`src/rtl/pipe_ctrl_pkg.sv`:
```
// Shared types and constants for the pipeline hazard controller.
// Forward-select encodings are common to the D-stage and E-stage selectors.
package pipe_ctrl_pkg;

  typedef enum logic {
    RUN,
    MEMWAIT
  } memwait_state_t;

  localparam logic [1:0] FWD_REG = 2'b00;
  localparam logic [1:0] FWD_W   = 2'b01;
  localparam logic [1:0] FWD_M   = 2'b10;

  // $zero is hardwired, so a match on register 0 is never a real dependency.
  function automatic logic reg_match(input logic [4:0] src, input logic [4:0] dst);
    return (src != 5'd0) && (src == dst);
  endfunction

endpackage

```
`src/rtl/hz_fwd_sel.sv`:
```
// Per-operand forwarding selector: picks the M ALU result over the W result,
// and never forwards a load still sitting in M.
module hz_fwd_sel
  import pipe_ctrl_pkg::*;
(
  input  logic [4:0] src_addr_i,
  input  logic [4:0] m_rd_i,
  input  logic       m_regwrite_i,
  input  logic       m_memread_i,
  input  logic [4:0] w_rd_i,
  input  logic       w_regwrite_i,
  output logic [1:0] sel_o
);

  always_comb begin
    sel_o = FWD_REG;
    if (m_regwrite_i && !m_memread_i && reg_match(src_addr_i, m_rd_i)) begin
      sel_o = FWD_M;
    end else if (w_regwrite_i && reg_match(src_addr_i, w_rd_i)) begin
      sel_o = FWD_W;
    end
  end

endmodule

```
`src/rtl/pipe_hazard_ctrl.sv`:
```
// Stall/flush/forward control for the 5-stage core, plus a memory-wait freeze FSM,
// saturating stall/flush counters and a sticky memory-timeout flag.
module pipe_hazard_ctrl
  import pipe_ctrl_pkg::*;
#(
  parameter int CNT_W  = 16,
  parameter int MEM_TO = 255
) (
  input  logic             i_clk,
  input  logic             i_nrst,
  input  logic [4:0]       i_addr_Drs,
  input  logic [4:0]       i_addr_Drt,
  input  logic             i_con_Duse_rs,
  input  logic             i_con_Duse_rt,
  input  logic             i_con_Dbranch,
  input  logic             i_con_Dredirect,
  input  logic [4:0]       i_addr_Ers,
  input  logic [4:0]       i_addr_Ert,
  input  logic [4:0]       i_addr_Erd,
  input  logic             i_con_Eregwrite,
  input  logic             i_con_Ememread,
  input  logic [4:0]       i_addr_Mrd,
  input  logic             i_con_Mregwrite,
  input  logic             i_con_Mmemread,
  input  logic [4:0]       i_addr_Wrd,
  input  logic             i_con_Wregwrite,
  input  logic             i_con_Mmemreq,
  input  logic             i_con_Mmemack,
  output logic             o_con_Fstall,
  output logic             o_con_Dstall,
  output logic             o_con_Dflush,
  output logic             o_con_Eflush,
  output logic             o_con_freeze,
  output logic             o_con_Dfwd_rs,
  output logic             o_con_Dfwd_rt,
  output logic [1:0]       o_con_Efwd_rs,
  output logic [1:0]       o_con_Efwd_rt,
  output logic [CNT_W-1:0] o_stat_stalls,
  output logic [CNT_W-1:0] o_stat_flushes,
  output logic             o_stat_memto
);

  localparam int WAIT_W = $clog2(MEM_TO + 1);
  localparam logic [WAIT_W-1:0] WAIT_MAX = WAIT_W'(MEM_TO);

  memwait_state_t    state_q, state_d;
  logic [CNT_W-1:0]  stalls_q, stalls_d;
  logic [CNT_W-1:0]  flushes_q, flushes_d;
  logic [WAIT_W-1:0] wait_q, wait_d;
  logic              memto_q, memto_d;

  logic [1:0] dsel_rs, dsel_rt;
  logic       use_rs_hit_e, use_rt_hit_e;
  logic       load_use, branch_hz, hazard;

  hz_fwd_sel u_dfwd_rs (
    .src_addr_i(i_addr_Drs), .m_rd_i(i_addr_Mrd), .m_regwrite_i(i_con_Mregwrite),
    .m_memread_i(i_con_Mmemread), .w_rd_i(i_addr_Wrd), .w_regwrite_i(1'b0), .sel_o(dsel_rs)
  );
  hz_fwd_sel u_dfwd_rt (
    .src_addr_i(i_addr_Drt), .m_rd_i(i_addr_Mrd), .m_regwrite_i(i_con_Mregwrite),
    .m_memread_i(i_con_Mmemread), .w_rd_i(i_addr_Wrd), .w_regwrite_i(1'b0), .sel_o(dsel_rt)
  );
  hz_fwd_sel u_efwd_rs (
    .src_addr_i(i_addr_Ers), .m_rd_i(i_addr_Mrd), .m_regwrite_i(i_con_Mregwrite),
    .m_memread_i(i_con_Mmemread), .w_rd_i(i_addr_Wrd), .w_regwrite_i(i_con_Wregwrite),
    .sel_o(o_con_Efwd_rs)
  );
  hz_fwd_sel u_efwd_rt (
    .src_addr_i(i_addr_Ert), .m_rd_i(i_addr_Mrd), .m_regwrite_i(i_con_Mregwrite),
    .m_memread_i(i_con_Mmemread), .w_rd_i(i_addr_Wrd), .w_regwrite_i(i_con_Wregwrite),
    .sel_o(o_con_Efwd_rt)
  );

  // The decode comparator only ever takes the M ALU result; W is already in the regfile.
  assign o_con_Dfwd_rs = (dsel_rs == FWD_M);
  assign o_con_Dfwd_rt = (dsel_rt == FWD_M);

  assign use_rs_hit_e = i_con_Duse_rs && reg_match(i_addr_Drs, i_addr_Erd);
  assign use_rt_hit_e = i_con_Duse_rt && reg_match(i_addr_Drt, i_addr_Erd);
  assign load_use     = i_con_Ememread && (use_rs_hit_e || use_rt_hit_e);
  assign branch_hz    = i_con_Dbranch && (
      (i_con_Eregwrite && (use_rs_hit_e || use_rt_hit_e)) ||
      (i_con_Mmemread && i_con_Mregwrite &&
        ((i_con_Duse_rs && reg_match(i_addr_Drs, i_addr_Mrd)) ||
         (i_con_Duse_rt && reg_match(i_addr_Drt, i_addr_Mrd)))));
  assign hazard       = load_use || branch_hz;

  // Freeze wins over hazards and redirects; a redirect caught by freeze stays held in D.
  always_comb begin
    state_d      = state_q;
    o_con_freeze = 1'b0;
    o_con_Fstall = 1'b0;
    o_con_Dstall = 1'b0;
    o_con_Dflush = 1'b0;
    o_con_Eflush = 1'b0;
    unique case (state_q)
      RUN: begin
        if (i_con_Mmemreq && !i_con_Mmemack) begin
          state_d      = MEMWAIT;
          o_con_freeze = 1'b1;
        end
      end
      MEMWAIT: begin
        o_con_freeze = 1'b1;
        if (i_con_Mmemack) state_d = RUN;
      end
      default: state_d = RUN;
    endcase
    if (o_con_freeze) begin
      o_con_Fstall = 1'b1;
      o_con_Dstall = 1'b1;
    end else if (hazard) begin
      o_con_Fstall = 1'b1;
      o_con_Dstall = 1'b1;
      o_con_Eflush = 1'b1;
    end else if (i_con_Dredirect) begin
      o_con_Dflush = 1'b1;
    end
  end

  always_comb begin
    stalls_d  = stalls_q;
    flushes_d = flushes_q;
    wait_d    = wait_q;
    if (o_con_Fstall && (stalls_q != '1)) stalls_d = stalls_q + CNT_W'(1);
    if ((o_con_Dflush || o_con_Eflush) && (flushes_q != '1)) flushes_d = flushes_q + CNT_W'(1);
    if (state_q == RUN && state_d == MEMWAIT) begin
      wait_d = '0;
    end else if (state_q == MEMWAIT && wait_q != WAIT_MAX) begin
      wait_d = wait_q + WAIT_W'(1);
    end
    memto_d = memto_q || (state_q == MEMWAIT && wait_d == WAIT_MAX);
  end

  always_ff @(posedge i_clk or negedge i_nrst) begin
    if (!i_nrst) begin
      state_q   <= RUN;
      stalls_q  <= '0;
      flushes_q <= '0;
      wait_q    <= '0;
      memto_q   <= 1'b0;
    end else begin
      state_q   <= state_d;
      stalls_q  <= stalls_d;
      flushes_q <= flushes_d;
      wait_q    <= wait_d;
      memto_q   <= memto_d;
    end
  end

  assign o_stat_stalls  = stalls_q;
  assign o_stat_flushes = flushes_q;
  assign o_stat_memto   = memto_q;

endmodule

```
`config.mk`:
```
export PLATFORM = sky130hd
export DESIGN_NAME = pipe_hazard_ctrl
export DESIGN_NICKNAME = d
export VERILOG_FILES = /design/src/rtl/pipe_ctrl_pkg.sv /design/src/rtl/hz_fwd_sel.sv /design/src/rtl/pipe_hazard_ctrl.sv
export SDC_FILE = /design/constraint.sdc
export NUM_CORES = 1
export LEC_CHECK = 0
export CELL_PAD_IN_SITES_DETAIL_PLACEMENT = 1
export CELL_PAD_IN_SITES_GLOBAL_PLACEMENT = 2
export CORE_ASPECT_RATIO = 1.2
export CORE_MARGIN = 1.5
export CORE_UTILIZATION = 25
export DETAILED_ROUTE_END_ITERATION = 12
export GPL_ROUTABILITY_DRIVEN = 0
export PLACE_DENSITY_LB_ADDON = 0.3
export SKIP_LAST_GASP = 1
export SYNTH_ARGS = -nofsm -noshare
export SYNTH_HDL_FRONTEND = slang
export SYNTH_SLANG_ARGS = --single-unit
```
`constraint.sdc`:
```
create_clock -name i_clk -period 2 [get_ports i_clk]
set_clock_uncertainty 0.15 [all_clocks]
set_input_delay 0.2 -clock i_clk [delete_from_list [all_inputs] [get_ports i_clk]]
set_output_delay 0.2 -clock i_clk [all_outputs]
set_load 0.03 [all_outputs]
```
==> metrics.yaml, run 1 <==
synth.distinct_cells: 45
drc: 0
async_reset_ff_share_pct: 100
vias: 2846
firstDrtPassIters: 4
grt_max_degree: 24
synthTopCellsByArea: "dfrtp_1 (39%), xnor2_1 (15%), xor2_1 (9.0%)"
cap_violations: 0
status: "complete, but fails checks"
final-setup-viol-count: 9
cts.sinks: 42
m1WireLength_mm: 3.85
crit_path_start_kind: "input port"
wl_met3_um: 429
path_clk_slew_ps: 60
areaGrowthSynthToFinish_pct: 87.3
dp_hpwl_mm: 7.47
io_buffers: 91
syn-num-nets: 330
synth_edf_count: 0
critPathCaptureType: "primary output"
synth_seq_cells: 42
synth.cell_area_um2: 2720
grt_setup_unrepaired: "yes"
reg2reg_depth: 7
cts_buffer_depth: 2
io_pins: 92
ys_seq_area_share_pct: 38.7
slew_violations: 0
relSlewSlack_pct: 64.9
grt_pass1_vias: 3210
cp.required_ps: 1650
period_needed_ps: 2100
viasPerCell: 4.70
grt_antenna_before_repair: 0
avgSynthCellArea_um2: 9.73
post-route-period-util_pct: 105
yosysWarnings: 0
worstPathArrival_ps: 1750
multi_input_area_um2: 2000
grt_pass1_wl_mm: 15.7
grt_usage_pct: 17.4
crit_end: "o_con_Eflush"
met2_wirelength_mm: 5.12
drtIter0Drc: 47
final_core_util_pct: 48.1
die_w_um: 98.1
ir_drop_mv: 0.313
clock_latency_ps: 290
diodes: 0
rrSetupSlack_ps: -50
totalWireLength_mm: 9.60
initial_utilization_pct: 25.7
synth-main-ff-cell: "dfrtp_1"
critPathKind: "in -> out"
hold_path_class: "in -> async"
synth_top_area_share_pct: 38.7
power.density_nw_per_um2: 755
fill_cells: 1213
finalWorstSetupSlack_ps: -97.9
fp.dieH_um: 117
row_count: 41
top_layer_used: "met4"
synth_top_area_cell: "dfrtp_1"
numCtsBuffers: 5
worstReg2RegStart: "o_stat_stalls[4]"
cts_tree: "yes"
cellLeakagePower_uw: 0.00223
dieArea_um2: 11500
final_nets: 527
register_area_um2: 1070
pre_cts_ws_ps: -810
fin_area_um2: 5090
worstSetupStartpoint: "i_addr_Drs[0]"
r2r_end: "o_stat_stalls[1]"
violations: "negative setup slack"
drtAntennaViolNets: 0
setup_tns_ps: -442
grt-ovfl-total: 0
core-area_um2: 10600
fmax_mhz: 477
post_dp_cell_area_um2: 4620
wl_per_cell_um: 15.8
drive_above_1_share_pct: 46.8
cp_max_fo: 3
synthCells: 279
tightest_slew_ps: 527
htreeDepth: 2
finalHoldViolCount: 0
clock-root-buffer: "clkbuf_16"
[power by group]
group / leakage, uW / switching (uW) / internal (uW)
Combinational: 0.00162 / 885 / 858
Clock: 0.0000771 / 352 / 590
Sequential: 0.000525 / 134 / 1020
Total: 0.00223 / 1370 / 2470
[routing by layer]
metal / global-route usage (%) / vias to the layer above
met5: 0 / -
met4: 6.01 / 0
met3: 3.80 / 13
met2: 33.1 / 76
met1: 19.1 / 1381
li1: - / 1376
[flip-flops by register name (all words and copies together) (netlist names)]
signal and count:
wait_q 8, o_stat_flushes 16, o_stat_memto 1, o_stat_stalls 16, state_q 1
[placed cells by master, fill, tap and decap left out, types with 5 or more instances in the layout]
cell / netlist / routed
buf_4: 2 / 102
clkdlybuf4s50_1: 0 / 47
xnor2_1: 45 / 42
xor2_1: 28 / 27
dfrtp_1: 42 / 27
nand4_1: 17 / 17
nor2_1: 26 / 17
dfrtp_2: 0 / 15
nand2_1: 18 / 14
nand3_1: 12 / 10
buf_6: 0 / 10
dlygate4sd2_1: 0 / 10
nor4_4: 0 / 9
buf_2: 1 / 9
nor2_4: 0 / 6
and3_4: 0 / 6
clkbuf_16: 0 / 5
clkbuf_2: 0 / 5
[critical path, stage by stage]
cell and delay, ps:
buf_6 90, or4_4 540, o21ai_4 170, nand3b_1 140, a21o_1 130, and2_4 170, buf_4 130, nor2_4 40
buf_12 130
[worst min path at each step]
stage | startpoint | endpoint | slack, ps | depth (start not counted)
after floorplan | i_nrst | o_stat_flushes[0] | -250 | 0
after global placement | i_nrst | o_stat_stalls[0] | 50 | 1
after detailed placement | i_nrst | o_stat_stalls[0] | 60 | 1
after CTS | i_nrst | o_stat_stalls[7] | 280 | 2
after global routing | i_nrst | o_stat_stalls[7] | 310 | 2
final | i_nrst | o_stat_stalls[7] | 270 | 2
[area by class of cell]
class / instances / area share (%)
tap: 129 / 3.17
inverter: 5 / 0.418
clock inverter: 2 / 0.738
sequential: 42 / 21.0
clock buffer: 6 / 2.53
multi-input combinational: 227 / 39.4
timing repair buffer: 195 / 32.7
[logic make-up after synthesis]
group	share of synthesized area, %
AND/OR/NAND/NOR	26.1
XOR/XNOR	23.5
flip-flops	38.7
AO/OA/AOI/OAI	6.27
buffers and inverters	2.44
multiplexers	1.57
adder cells (fa/ha/maj)	1.38
[through the flow]
stage,total power [uW],hold slack [ps],std cells
after CTS,3860,279,601
after detailed placement,2820,57.8,582
after global routing,4070,306,606
after global placement,2770,47.3,582
final,3840,267,606
after floorplan,1970,-246,279
[cells in the mapped netlist, types with 2 or more instances]
cell type / instances
xnor2_1: 45
dfrtp_1: 42
xor2_1: 28
nor2_1: 26
nand2_1: 18
nand4_1: 17
nand3_1: 12
and3_1: 10
nor4_1: 7
nor3_1: 6
inv_1: 5
o21ai_0: 5
nand2b_1: 4
a21oi_1: 3
a31oi_1: 3
and2_1: 3
and4_1: 3
ha_1: 3
or4_1: 3
a21o_1: 2
a31o_2: 2
buf_4: 2
clkbuf_1: 2
mux2_2: 2
mux2i_1: 2
nand3b_1: 2
nor4_2: 2
nor4b_1: 2
o21ai_2: 2
[what timing repair did]
item | 4_1_cts | 5_1_grt
cloned | 2 | 0
buffers inserted | 11 | 5
pin swaps | 36 | 35
hold buffers | 1 | 0
hold endpoints to repair | 19 | 0
resized for setup | 107 | 35
setup endpoints to repair | 42 | 37
No activity file was read; power rests on OpenSTA's default activity.
==> run 2: changes to the inputs <==
--- a/config.mk
+++ b/config.mk
@@ -11,6 +11,7 @@
 export CORE_MARGIN = 1.5
 export CORE_UTILIZATION = 25
 export DETAILED_ROUTE_END_ITERATION = 12
+export DONT_BUFFER_PORTS = 1
 export GPL_ROUTABILITY_DRIVEN = 0
 export PLACE_DENSITY_LB_ADDON = 0.3
 export SKIP_LAST_GASP = 1
==> run 2 against run 1 <==
Effect of this change: the run still ends with negative setup slack left; fmax grew 3.1%; design area fell by 20%; wire length down 13%; cell count fell by 16%; combinational power decreased by 18%; global-route usage down 2.2 points; register-to-register slack better by 40 ps; worst hold slack worse by 140 ps; critical path depth shrank 2; via count decreased by 13%; largest power group unchanged; highest routed layer unchanged.
==> metrics.yaml, run 2 (synthesis gave the netlist of run 1 again) <==
p_sw_share_pct: 36.8  # +1.2 points
drtIter0Drc: 28  # -40%
grt_antenna_before_repair: 0  # unchanged
cts_buffer_depth: 2  # unchanged
io_pins: 92  # unchanged
power_frac_seq_pct: 33.6  # +3.5 points
cp_max_fo: 4  # +1
rrSetupSlack_ps: -10  # +40 ps
row_count: 41  # unchanged
finalWorstSetupSlack_ps: -34.0  # +63.9 ps
wl_per_cell_um: 16.4  # +3.2%
grt-ovfl-total: 0  # unchanged
tightest_slew_ps: 524  # -2.99 ps
core-area_um2: 10600  # unchanged
vias: 2470  # -13%
fp.dieH_um: 117  # unchanged
cellLeakagePower_uw: 0.00176  # -21%
dieArea_um2: 11500  # unchanged
initial_utilization_pct: 25.7  # unchanged
worstSetupStartpoint: "i_addr_Drt[4]"
final-setup-viol-count: 6  # -3
critPathMaxStageDelay_ps: 540  # about the same
cts.sinks: 42  # unchanged
io_buffers: 0  # -100%
power_frac_clock_pct: 24.2  # -0.3 points
hold_path_class: "in -> reg"
switchingPower_uw: 1250  # -9.0%
diodes: 0  # unchanged
totalWireLength_mm: 8.32  # -13%
fmax_mhz: 492  # +3.1%
status: "complete, but fails checks"
viasPerCell: 4.85  # +3.3%
cts_tree: "yes"
grt_usage_pct: 15.2  # -2.2 points
htreeDepth: 2  # unchanged
firstDrtPassIters: 4  # unchanged
drc: 0  # unchanged
post_dp_cell_area_um2: 3670  # -21%
die_w_um: 98.1  # unchanged
violations: "negative setup slack"
drive_above_1_share_pct: 44.2  # -2.5 points
fin_area_um2: 4070  # -20%
crit_end: "o_con_Dflush"
critPathCaptureType: "primary output"
grt_setup_unrepaired: "yes"
clock-root-buffer: "clkbuf_16"
cp.required_ps: 1650  # about the same
grt_pass1_vias: 2727  # -15%
p_int_uw: 2140  # -13%
dp_hpwl_mm: 6.50  # -13%
clock_latency_ps: 280  # about the same
relSlewSlack_pct: 64.9  # +0.070 points
numCtsBuffers: 5  # unchanged
crit_chain: "or4_4, o21ai_2, nand4b_1, a21o_1, and2_4, nand2_4, nor2_4"
path_clk_slew_ps: 60  # about the same
grt_pass1_wl_mm: 13.8  # -12%
areaGrowthSynthToFinish_pct: 49.7
power.density_nw_per_um2: 833  # +10%
reg2reg_depth: 9  # +2
p_total_uw: 3390  # -12%
hold_ws_ps: 122  # -145 ps
mostFrequentLayoutCells: "buf_4 (90), xnor2_1 (45), xor2_1 (28)"
worstReg2RegStart: "o_stat_stalls[3]"
grt_max_degree: 43  # +79%
r2r_end: "o_stat_stalls[7]"
multi_input_area_um2: 1870  # -6.9%
finalHoldViolCount: 0  # unchanged
period_needed_ps: 2030  # -63.9 ps
ir_drop_mv: 0.279  # -11%
register_area_um2: 1070  # unchanged
combPwrFrac_pct: 42.2  # -3.2 points
drtAntennaViolNets: 0  # unchanged
crit_path_start_kind: "input port"
slew_violations: 0  # unchanged
worstPathArrival_ps: 1680  # -70 ps
critPathKind: "in -> out"
fill_cells: 1196  # -1.4%
post-route-period-util_pct: 102  # -3.2 points
setup_tns_ps: -54.6  # +388 ps
final_nets: 430  # -18%
cap_violations: 0  # unchanged
final_common_cell: "buf_4"
cpMaxStageDelayCell: "or4_4"
-- run 2: changes by cell type in the layout (fill, tap and decap cells not counted), moves of 4 or more --
cell | before | now
nor2_1 | 17 | 23
nor4_4 | 9 | 5
buf_6 | 10 | 4
buf_2 | 9 | 0
dlygate4sd2_1 | 10 | 0
buf_4 | 102 | 90
clkbuf_2 | 5 | 0
clkdlybuf4s15_1 | 4 | 0
clkdlybuf4s50_1 | 47 | 0
-- run 2: area by class of cell --
cell class                 count  area share (%)
multi-input combinational    226            45.9
sequential                    42            26.3
timing repair buffer          99            19.6
tap                          129            3.97
clock buffer                   7            3.51
inverter                       5           0.523
clock inverter                 1           0.123
-- run 2: worst min-delay path by stage --
stage,slack (ps),depth (start not counted),from,endpoint
floorplan,-250,0,i_nrst,o_stat_flushes[0]
global placement,-240,0,i_nrst,o_stat_stalls[0]
CTS,120,3,i_con_Mmemreq,wait_q[7]
global route,160,3,i_con_Mmemreq,wait_q[5]
detailed placement,-250,0,i_nrst,o_stat_stalls[1]
finish,120,3,i_con_Mmemreq,wait_q[7]
-- run 2: worst max-delay path, delay by kind of cell --
family | cells | cell delay, ps
simple gates | 5 | 1160
compound gates | 2 | 320
-- run 2: per-layer routing --
| metal | up-vias | part of all wire, % | GRT usage (%) |
|---|---|---|---|
| met5 | - | 0 | 0 |
| met2 | 77 | 53 | 27.5 |
| li1 | 1187 | - | - |
| met1 | 1198 | 38 | 16.8 |
| met3 | 8 | 7.9 | 5.34 |
| met4 | 0 | 1.4 | 4.79 |
-- run 2: power groups by stage --
stage,clock network (uW),logic (uW),registers (uW)
global placement,0,1280,1120
CTS,849,1400,1120
floorplan,0,491,1480
finish,818,1430,1140
global route,885,1550,1160
detailed placement,0,1310,1140
-- run 2: per-stage QoR --
stage | setup WS [ps] | instances | util (%)
detailed placement | -141 | 484 | 34.7
global placement | -106 | 484 | 34.7
global route | -126 | 509 | 38.5
CTS | -44.0 | 503 | 37.7
finish | -34.0 | 509 | 38.5
floorplan | -120 | 279 | -
-- run 2: what timing repair did --
action                                 in CTS  in global routing
setup buffers                               6                  8
gates cloned                                1                  0
setup endpoints to repair                  23                 25
resized for setup                           8                 13
pin swaps                                  15                 16
hold buffers                                4                  0
endpoints found under the hold margin      43                  0
